--- config.mk ---
export PLATFORM = sky130hd
export DESIGN_NAME = apb4_master_bridge_flat
export DESIGN_NICKNAME = d
export VERILOG_FILES = /design/src/rtl/apb4_master_bridge_pkg.sv /design/src/rtl/apb4_master_bridge_if.sv /design/src/rtl/apb4_master_bridge_rsp_mux.sv /design/src/rtl/apb4_master_bridge.sv /design/src/flat_wrapper.sv
export SDC_FILE = /design/constraint.sdc
export NUM_CORES = 1
export LEC_CHECK = 0
export ABC_AREA = 0
export CORE_AREA = 4 4 123 125
export CTS_CLUSTER_SIZE = 24
export DETAILED_ROUTE_END_ITERATION = 12
export DIE_AREA = 0 0 127 129
export PLACE_DENSITY = 0.82
export SLEW_MARGIN = 10
export SYNTH_ARGS = -nofsm -noshare
export SYNTH_HDL_FRONTEND = slang
export SYNTH_SLANG_ARGS = --single-unit
--- constraint.sdc ---
create_clock -name PCLK -period 4.9 [get_ports PCLK]
set_input_delay 0.49 -clock PCLK [delete_from_list [all_inputs] [get_ports PCLK]]
set_output_delay 0.49 -clock PCLK [all_outputs]
set_load 0.01 [all_outputs]
--- src/rtl/apb4_master_bridge_pkg.sv ---
// Shared types and constants for the APB4 master bridge.
package apb_pkg;

  typedef enum logic [1:0] {
    IDLE   = 2'd0,
    SETUP  = 2'd1,
    ACCESS = 2'd2,
    RESP   = 2'd3
  } apb_state_e;

  // APB4 PPROT bit meanings
  localparam logic [2:0] PROT_PRIV   = 3'b001;
  localparam logic [2:0] PROT_NSEC   = 3'b010;
  localparam logic [2:0] PROT_INSTR  = 3'b100;

  localparam int DEFAULT_ADDR_WIDTH  = 32;
  localparam int DEFAULT_DATA_WIDTH  = 32;
  localparam int DEFAULT_SLV_COUNT   = 4;
  localparam int DEFAULT_DEC_LSB     = 12;
  localparam int DEFAULT_TIMEOUT_CYC = 16;

endpackage

--- src/rtl/apb4_master_bridge_if.sv ---
// Command/response stream plus APB4 master bus bundled into one interface.
interface apb4_master_bridge_if
  import apb_pkg::*;
#(
  parameter int ADDR_WIDTH = DEFAULT_ADDR_WIDTH,
  parameter int DATA_WIDTH = DEFAULT_DATA_WIDTH,
  parameter int SLV_COUNT  = DEFAULT_SLV_COUNT
);

  logic                          cmd_valid;
  logic                          cmd_ready;
  logic                          cmd_write;
  logic [ADDR_WIDTH-1:0]         cmd_addr;
  logic [DATA_WIDTH-1:0]         cmd_wdata;
  logic [DATA_WIDTH/8-1:0]       cmd_strb;
  logic [2:0]                    cmd_prot;

  logic                          rsp_valid;
  logic                          rsp_ready;
  logic [DATA_WIDTH-1:0]         rsp_rdata;
  logic                          rsp_err;
  logic                          rsp_timeout;

  logic [ADDR_WIDTH-1:0]         PADDR;
  logic                          PWRITE;
  logic                          PENABLE;
  logic [DATA_WIDTH-1:0]         PWDATA;
  logic [DATA_WIDTH/8-1:0]       PSTRB;
  logic [2:0]                    PPROT;
  logic [SLV_COUNT-1:0]          PSEL;
  logic [SLV_COUNT-1:0]          PREADY;
  logic [SLV_COUNT-1:0]          PSLVERR;
  logic [SLV_COUNT*DATA_WIDTH-1:0] PRDATA;

  // Bridge side
  modport master (
    input  cmd_valid, cmd_write, cmd_addr, cmd_wdata, cmd_strb, cmd_prot, rsp_ready,
    input  PREADY, PSLVERR, PRDATA,
    output cmd_ready, rsp_valid, rsp_rdata, rsp_err, rsp_timeout,
    output PADDR, PWRITE, PENABLE, PWDATA, PSTRB, PPROT, PSEL
  );

  // Host and slave side
  modport slave (
    output cmd_valid, cmd_write, cmd_addr, cmd_wdata, cmd_strb, cmd_prot, rsp_ready,
    output PREADY, PSLVERR, PRDATA,
    input  cmd_ready, rsp_valid, rsp_rdata, rsp_err, rsp_timeout,
    input  PADDR, PWRITE, PENABLE, PWDATA, PSTRB, PPROT, PSEL
  );

endinterface

--- src/rtl/apb4_master_bridge_rsp_mux.sv ---
// Selects the addressed slave's PREADY/PSLVERR/PRDATA.
module apb_rsp_mux
  import apb_pkg::*;
#(
  parameter int DATA_WIDTH = DEFAULT_DATA_WIDTH,
  parameter int SLV_COUNT  = DEFAULT_SLV_COUNT,
  parameter int SEL_W      = 2
) (
  input  logic [SEL_W-1:0]                idx_i,
  input  logic [SLV_COUNT-1:0]            pready_i,
  input  logic [SLV_COUNT-1:0]            pslverr_i,
  input  logic [SLV_COUNT*DATA_WIDTH-1:0] prdata_i,
  output logic                            ready_o,
  output logic                            slverr_o,
  output logic [DATA_WIDTH-1:0]           rdata_o
);

  // Pick the lane matching idx; an index with no slave yields all zeros
  always_comb begin
    ready_o  = 1'b0;
    slverr_o = 1'b0;
    rdata_o  = '0;
    for (int i = 0; i < SLV_COUNT; i++) begin
      if (idx_i == SEL_W'(i)) begin
        ready_o  = pready_i[i];
        slverr_o = pslverr_i[i];
        rdata_o  = prdata_i[i*DATA_WIDTH +: DATA_WIDTH];
      end
    end
  end

endmodule

--- src/rtl/apb4_master_bridge.sv ---
// APB4 master bridge: one command at a time, address-decoded slave select,
// per-slave response mux and an ACCESS-phase timeout.
module apb4_master_bridge
  import apb_pkg::*;
#(
  parameter int ADDR_WIDTH  = DEFAULT_ADDR_WIDTH,
  parameter int DATA_WIDTH  = DEFAULT_DATA_WIDTH,
  parameter int SLV_COUNT   = DEFAULT_SLV_COUNT,
  parameter int DEC_LSB     = DEFAULT_DEC_LSB,
  parameter int TIMEOUT_CYC = DEFAULT_TIMEOUT_CYC
) (
  input logic                  PCLK,
  input logic                  PRESETn,
  apb4_master_bridge_if.master bus
);

  localparam int SEL_W  = (SLV_COUNT > 1) ? $clog2(SLV_COUNT) : 1;
  localparam int STRB_W = DATA_WIDTH / 8;
  localparam int CNT_W  = (TIMEOUT_CYC > 0) ? $clog2(TIMEOUT_CYC + 1) : 1;
  localparam logic [CNT_W-1:0] TO_LAST = CNT_W'((TIMEOUT_CYC > 0) ? TIMEOUT_CYC - 1 : 0);

  apb_state_e            state_q, state_d;
  logic                  run_q;
  logic [SEL_W-1:0]      idx_q, idx_d;
  logic [ADDR_WIDTH-1:0] addr_q, addr_d;
  logic [DATA_WIDTH-1:0] wdata_q, wdata_d;
  logic [STRB_W-1:0]     strb_q, strb_d;
  logic [2:0]            prot_q, prot_d;
  logic                  write_q, write_d;
  logic [CNT_W-1:0]      cnt_q, cnt_d;
  logic [DATA_WIDTH-1:0] rdata_q, rdata_d;
  logic                  err_q, err_d;
  logic                  tmo_q, tmo_d;

  logic [SEL_W-1:0]      cmd_idx;
  logic                  dec_ok;
  logic                  sel_ready;
  logic                  sel_slverr;
  logic [DATA_WIDTH-1:0] sel_rdata;
  logic [SLV_COUNT-1:0]  psel;

  assign cmd_idx = bus.cmd_addr[DEC_LSB +: SEL_W];
  // Non-power-of-two slave counts leave unused index codes; those are decode errors
  assign dec_ok  = (32'(cmd_idx) < 32'(SLV_COUNT));

  apb_rsp_mux #(
    .DATA_WIDTH (DATA_WIDTH),
    .SLV_COUNT  (SLV_COUNT),
    .SEL_W      (SEL_W)
  ) u_rsp_mux (
    .idx_i     (idx_q),
    .pready_i  (bus.PREADY),
    .pslverr_i (bus.PSLVERR),
    .prdata_i  (bus.PRDATA),
    .ready_o   (sel_ready),
    .slverr_o  (sel_slverr),
    .rdata_o   (sel_rdata)
  );

  // State and datapath registers; reset aborts any transfer without a response
  always_ff @(posedge PCLK or negedge PRESETn) begin
    if (!PRESETn) begin
      state_q <= IDLE;
      run_q   <= 1'b0;
      idx_q   <= '0;
      addr_q  <= '0;
      wdata_q <= '0;
      strb_q  <= '0;
      prot_q  <= '0;
      write_q <= 1'b0;
      cnt_q   <= '0;
      rdata_q <= '0;
      err_q   <= 1'b0;
      tmo_q   <= 1'b0;
    end else begin
      state_q <= state_d;
      run_q   <= 1'b1;
      idx_q   <= idx_d;
      addr_q  <= addr_d;
      wdata_q <= wdata_d;
      strb_q  <= strb_d;
      prot_q  <= prot_d;
      write_q <= write_d;
      cnt_q   <= cnt_d;
      rdata_q <= rdata_d;
      err_q   <= err_d;
      tmo_q   <= tmo_d;
    end
  end

  // Next-state logic for the transfer sequence and response capture
  always_comb begin
    state_d = state_q;
    idx_d   = idx_q;
    addr_d  = addr_q;
    wdata_d = wdata_q;
    strb_d  = strb_q;
    prot_d  = prot_q;
    write_d = write_q;
    cnt_d   = cnt_q;
    rdata_d = rdata_q;
    err_d   = err_q;
    tmo_d   = tmo_q;
    case (state_q)
      IDLE: begin
        if (run_q && bus.cmd_valid) begin
          idx_d   = cmd_idx;
          addr_d  = bus.cmd_addr;
          write_d = bus.cmd_write;
          prot_d  = bus.cmd_prot;
          // Reads never present data or strobes on the bus
          wdata_d = bus.cmd_write ? bus.cmd_wdata : '0;
          strb_d  = bus.cmd_write ? bus.cmd_strb : '0;
          if (dec_ok) begin
            state_d = SETUP;
          end else begin
            state_d = RESP;
            err_d   = 1'b1;
            tmo_d   = 1'b0;
            rdata_d = '0;
          end
        end
      end
      SETUP: begin
        cnt_d   = '0;
        state_d = ACCESS;
      end
      ACCESS: begin
        // A slave completing on the expiry cycle still counts as a completion
        if (sel_ready) begin
          state_d = RESP;
          err_d   = sel_slverr;
          tmo_d   = 1'b0;
          rdata_d = (write_q || sel_slverr) ? '0 : sel_rdata;
        end else if ((TIMEOUT_CYC > 0) && (cnt_q == TO_LAST)) begin
          state_d = RESP;
          err_d   = 1'b1;
          tmo_d   = 1'b1;
          rdata_d = '0;
        end else begin
          cnt_d = cnt_q + 1'b1;
        end
      end
      RESP: begin
        if (bus.rsp_ready) state_d = IDLE;
      end
      default: state_d = IDLE;
    endcase
  end

  // One-hot select, active only while a transfer is on the bus
  always_comb begin
    psel = '0;
    if ((state_q == SETUP) || (state_q == ACCESS)) begin
      for (int i = 0; i < SLV_COUNT; i++) begin
        if (idx_q == SEL_W'(i)) psel[i] = 1'b1;
      end
    end
  end

  assign bus.cmd_ready   = run_q && (state_q == IDLE);
  assign bus.rsp_valid   = (state_q == RESP);
  assign bus.rsp_rdata   = rdata_q;
  assign bus.rsp_err     = err_q;
  assign bus.rsp_timeout = tmo_q;

  assign bus.PSEL    = psel;
  assign bus.PENABLE = (state_q == ACCESS);
  assign bus.PADDR   = addr_q;
  assign bus.PWRITE  = write_q;
  assign bus.PWDATA  = wdata_q;
  assign bus.PSTRB   = strb_q;
  assign bus.PPROT   = prot_q;

endmodule

--- src/flat_wrapper.sv ---
// flat-port wrapper written by rule: the top's interface ports become plain ports
module apb4_master_bridge_flat import apb_pkg::*;
#(
  parameter int ADDR_WIDTH  = DEFAULT_ADDR_WIDTH,
  parameter int DATA_WIDTH  = DEFAULT_DATA_WIDTH,
  parameter int SLV_COUNT   = DEFAULT_SLV_COUNT,
  parameter int DEC_LSB     = DEFAULT_DEC_LSB,
  parameter int TIMEOUT_CYC = DEFAULT_TIMEOUT_CYC
)
  (PCLK, PRESETn, bus_cmd_valid, bus_cmd_write, bus_cmd_addr, bus_cmd_wdata, bus_cmd_strb, bus_cmd_prot, bus_rsp_ready, bus_PREADY, bus_PSLVERR, bus_PRDATA, bus_cmd_ready, bus_rsp_valid, bus_rsp_rdata, bus_rsp_err, bus_rsp_timeout, bus_PADDR, bus_PWRITE, bus_PENABLE, bus_PWDATA, bus_PSTRB, bus_PPROT, bus_PSEL);
  apb4_master_bridge_if #(.ADDR_WIDTH(ADDR_WIDTH), .DATA_WIDTH(DATA_WIDTH), .SLV_COUNT(SLV_COUNT)) bus_i ();
  input logic PCLK;
  input logic PRESETn;
  input wire logic [$bits(bus_i.cmd_valid)-1:0] bus_cmd_valid;
  input wire logic [$bits(bus_i.cmd_write)-1:0] bus_cmd_write;
  input wire logic [$bits(bus_i.cmd_addr)-1:0] bus_cmd_addr;
  input wire logic [$bits(bus_i.cmd_wdata)-1:0] bus_cmd_wdata;
  input wire logic [$bits(bus_i.cmd_strb)-1:0] bus_cmd_strb;
  input wire logic [$bits(bus_i.cmd_prot)-1:0] bus_cmd_prot;
  input wire logic [$bits(bus_i.rsp_ready)-1:0] bus_rsp_ready;
  input wire logic [$bits(bus_i.PREADY)-1:0] bus_PREADY;
  input wire logic [$bits(bus_i.PSLVERR)-1:0] bus_PSLVERR;
  input wire logic [$bits(bus_i.PRDATA)-1:0] bus_PRDATA;
  output wire logic [$bits(bus_i.cmd_ready)-1:0] bus_cmd_ready;
  output wire logic [$bits(bus_i.rsp_valid)-1:0] bus_rsp_valid;
  output wire logic [$bits(bus_i.rsp_rdata)-1:0] bus_rsp_rdata;
  output wire logic [$bits(bus_i.rsp_err)-1:0] bus_rsp_err;
  output wire logic [$bits(bus_i.rsp_timeout)-1:0] bus_rsp_timeout;
  output wire logic [$bits(bus_i.PADDR)-1:0] bus_PADDR;
  output wire logic [$bits(bus_i.PWRITE)-1:0] bus_PWRITE;
  output wire logic [$bits(bus_i.PENABLE)-1:0] bus_PENABLE;
  output wire logic [$bits(bus_i.PWDATA)-1:0] bus_PWDATA;
  output wire logic [$bits(bus_i.PSTRB)-1:0] bus_PSTRB;
  output wire logic [$bits(bus_i.PPROT)-1:0] bus_PPROT;
  output wire logic [$bits(bus_i.PSEL)-1:0] bus_PSEL;
  assign bus_i.cmd_valid = bus_cmd_valid;
  assign bus_i.cmd_write = bus_cmd_write;
  assign bus_i.cmd_addr = bus_cmd_addr;
  assign bus_i.cmd_wdata = bus_cmd_wdata;
  assign bus_i.cmd_strb = bus_cmd_strb;
  assign bus_i.cmd_prot = bus_cmd_prot;
  assign bus_i.rsp_ready = bus_rsp_ready;
  assign bus_i.PREADY = bus_PREADY;
  assign bus_i.PSLVERR = bus_PSLVERR;
  assign bus_i.PRDATA = bus_PRDATA;
  assign bus_cmd_ready = bus_i.cmd_ready;
  assign bus_rsp_valid = bus_i.rsp_valid;
  assign bus_rsp_rdata = bus_i.rsp_rdata;
  assign bus_rsp_err = bus_i.rsp_err;
  assign bus_rsp_timeout = bus_i.rsp_timeout;
  assign bus_PADDR = bus_i.PADDR;
  assign bus_PWRITE = bus_i.PWRITE;
  assign bus_PENABLE = bus_i.PENABLE;
  assign bus_PWDATA = bus_i.PWDATA;
  assign bus_PSTRB = bus_i.PSTRB;
  assign bus_PPROT = bus_i.PPROT;
  assign bus_PSEL = bus_i.PSEL;
  apb4_master_bridge #(.ADDR_WIDTH(ADDR_WIDTH), .DATA_WIDTH(DATA_WIDTH), .SLV_COUNT(SLV_COUNT), .DEC_LSB(DEC_LSB), .TIMEOUT_CYC(TIMEOUT_CYC)) u_core (.PCLK(PCLK), .PRESETn(PRESETn), .bus(bus_i));
endmodule
==> results.md <==
* Outcome: finished, final reports clean
* Crit path max fanout at 13
* # H-tree levels at 4
* CTS resizes at 0
* Critical path type: flop to primary output
* Initial Util at between 30% and 40%
* Cells after Synth at between 400 and 500
* Clock Tree Buf Depth at 2
* Vias in the first global route at 5068
* Cts bufs inserted at 17
* PortBufs at 324
* Die X at around 130 um
* Synth warnings at 0
* Die height at 129 um
* Critical Path AT at 2.25 ns
* Post-synth EDFFs at 0
* Synth cell types at 40
* Final #Nets at 944
* GPL Wtd Cong at 0.904
* RSZ-0062 raised after global routing: no
* Detailed Place HPWL at 14.0 mm
* GRT overflow at 0
* Largest net degree at the start of global routing at 109
* GRT Overall Usage at 22.0%
* Fin cells at about 920
* Area grow syn2layout at 73.4%
* LEAKAGE at 0.00385 uW
* Drc violations at 0
* ANT nets after route at 0
* Async SR Flop Fraction at 100%
* Mapped Area at about 5300 um^2
* WL final at about 18 mm
* Net Count, Synth at 630
* Max-cap violations at 0
* First-pass GRT wire length at 27.5 mm
* Total core area at 13900 um^2
* Die area at 16400 um^2
* Critical Path End Type: primary output
* Fmax at roughly 370 MHz
* Initial DRC count at 210
* CTS Hold Buffers Added at 0
* Total clock sinks at ~110
* Via-to-Cell Ratio at approximately 5.0
* Drt first pass iters at 6
* CP required at 4.41 ns
* Share of the synthesized area in the top cell type at 53.5%
* Initial antenna violation count at 0
* Clock transition at path regs at 0.05 ns
* Count of state elements after synthesis at 114
* Area leader, netlist: dfrtp_1
* TritonCTS clock tree: yes
* Setup crit start kind: flop
* Dpl cells at between 800 and 900
* Share of layout cells above drive strength 1 at around 15%
* Tmin final at roughly 2.7 ns
* Antenna cells at 0
* Max VDD drop at 0.000335 V
* Synth top area cells: dfrtp_1 53%, mux4_2 14%, mux2_2 7.6%, nand2_1 5.3%, a22o_1 5.3%
* Syn avg cell area at 12.9 um^2
* Core Rows at between 40 and 50
* Top FF cell, synth: dfrtp_1
* Root Buffer: clkbuf_16
* Drt wl/cell at 19.7 um
* Power Density at around 550 nW/um^2
* Worst hold path type: input pin to async pin
* Final Max Tran Viols at 0
* Most frequent cell after synthesis: dfrtp_1
* Slew headroom at ~22%
* Setup Fix Bufs, Post-CTS at 0
* Fillers at 984
* Least-Margin Pin Slew at 1.16 ns
* Ratio of final minimum period to clock period at between 50% and 60%
* Ports at 325
* Most common library cells after synthesis: 114 x dfrtp_1, 75 x nand2_1, 36 x mux2_2, 36 x o21ai_0, 34 x mux4_2
* Skew-Pair Late Insertion Delay at 0.42 ns
* Share of the yosys chip area belonging to registers at between 50% and 60%
* TNS Setup at 0 ns
* Vias at about 4600
* Fin Clk Skew at approximately 0.0072 ns
* Hold Vio Cnt, Final at 0
* Count of final setup violators at 0
[power breakdown]
part / switching, uW / internal [uW]
Sequential: 252 / 1310
Combinational: 938 / 1370
Clock: 436 / 742
Total: 1630 / 3420
[worst max-delay path, cell delays in order, from the launching register on]
cell and delay (ns):
dfrtp_1 0.39, inv_1 0.08, ha_1 0.53, nor3b_1 0.25, clkdlybuf4s50_1 0.57
[layout make-up]
cell class / instances / area (um^2) / area share (%)
inverter: 8 / 30.0 / 0.325
multi-input combinational: 257 / 2300 / 24.9
tap: 180 / 225 / 2.44
clock inverter: 14 / 141 / 1.53
clock buffer: 18 / 429 / 4.64
sequential: 114 / 2850 / 30.9
timing repair buffer: 328 / 3270 / 35.3
[sequential cells by signal, indices dropped and copies added (netlist names)]
name / flops
u_core.bus.PSTRB: 4
u_core.state_q: 2
u_core.bus.PWRITE: 1
u_core.bus.rsp_err: 1
u_core.bus.PADDR: 31
u_core.bus.PWDATA: 32
u_core.cnt_q: 5
u_core.bus.PPROT: 3
u_core.idx_q: 1
u_core.run_q: 1
u_core.bus.rsp_rdata: 32
u_core.bus.rsp_timeout: 1
[placed cells by master, fill, tap and decap left out, types with 2 or more instances in the layout]
master           count
clkdlybuf4s50_1    322
dfrtp_1            113
nand2_1             75
mux2_2              36
o21ai_0             36
mux4_2              34
a22o_1              32
clkbuf_16           17
inv_1                8
ha_1                 6
clkinv_2             5
buf_4                5
nor2_1               4
clkinvlp_4           4
a21oi_1              3
clkinv_4             3
and3_1               2
nor3b_1              2
nand3_1              2
nand2b_1             2
bufinv_16            2
[cells by family after synthesis]
kind of cell	after synthesis	share of synthesized area, %
fa+ha+maj	6	1.41
other cells	1	0.0703
mux	72	22.4
flops	114	53.5
buf+inv	41	3.61
simple gates	95	7.77
compound gates	83	11.3
[path summary, 6_finish.rpt]
check / startpoint / end / cells after the start / slack, ns
min in group PCLK: u_core.bus.PSTRB[1] / u_core.bus.PSTRB[1] / 2 / 0.48
worst max-delay path: u_core.state_q[1] / bus_PSEL[0] / 4 / 2.16
max in group asynchronous: PRESETn / u_core.bus.PWDATA[21] / 2 / 3.56
worst min-delay path: PRESETn / u_core.bus.PSTRB[0] / 1 / 0.17
worst max register to register: u_core.idx_q[0] / u_core.bus.rsp_rdata[11] / 3 / 2.32
worst min register to register: u_core.bus.PSTRB[1] / u_core.bus.PSTRB[1] / 2 / 0.48
[layer usage]
metal | up-vias | GRT usage, % | wire length, um | share of wire, %
li1 | 2132 | - | - | -
met1 | 2236 | 23.4 | 6430 | 35
met2 | 194 | 39.3 | 9800 | 54
met3 | 41 | 7.51 | 1370 | 7.5
met4 | 0 | 10.2 | 535 | 3.0
met5 | - | 0 | 0 | 0
[stage by stage]
| stage | area, um^2 | power (uW) | hold WS, ns | setup WS [ns] | util, % |
|---|---|---|---|---|---|
| floorplan | 5330 | 2710 | 0.194 | 2.92 | - |
| global placement | 8680 | 3810 | 0.462 | 2.31 | 62.5 |
| detailed placement | 8680 | 3900 | 0.470 | 2.21 | 62.5 |
| CTS | 9250 | 5110 | 0.196 | 2.18 | 66.6 |
| global route | 9250 | 5320 | 0.244 | 2.07 | 66.6 |
| finish | 9250 | 5050 | 0.175 | 2.16 | 66.6 |
(Power assumes the default switching activity.)
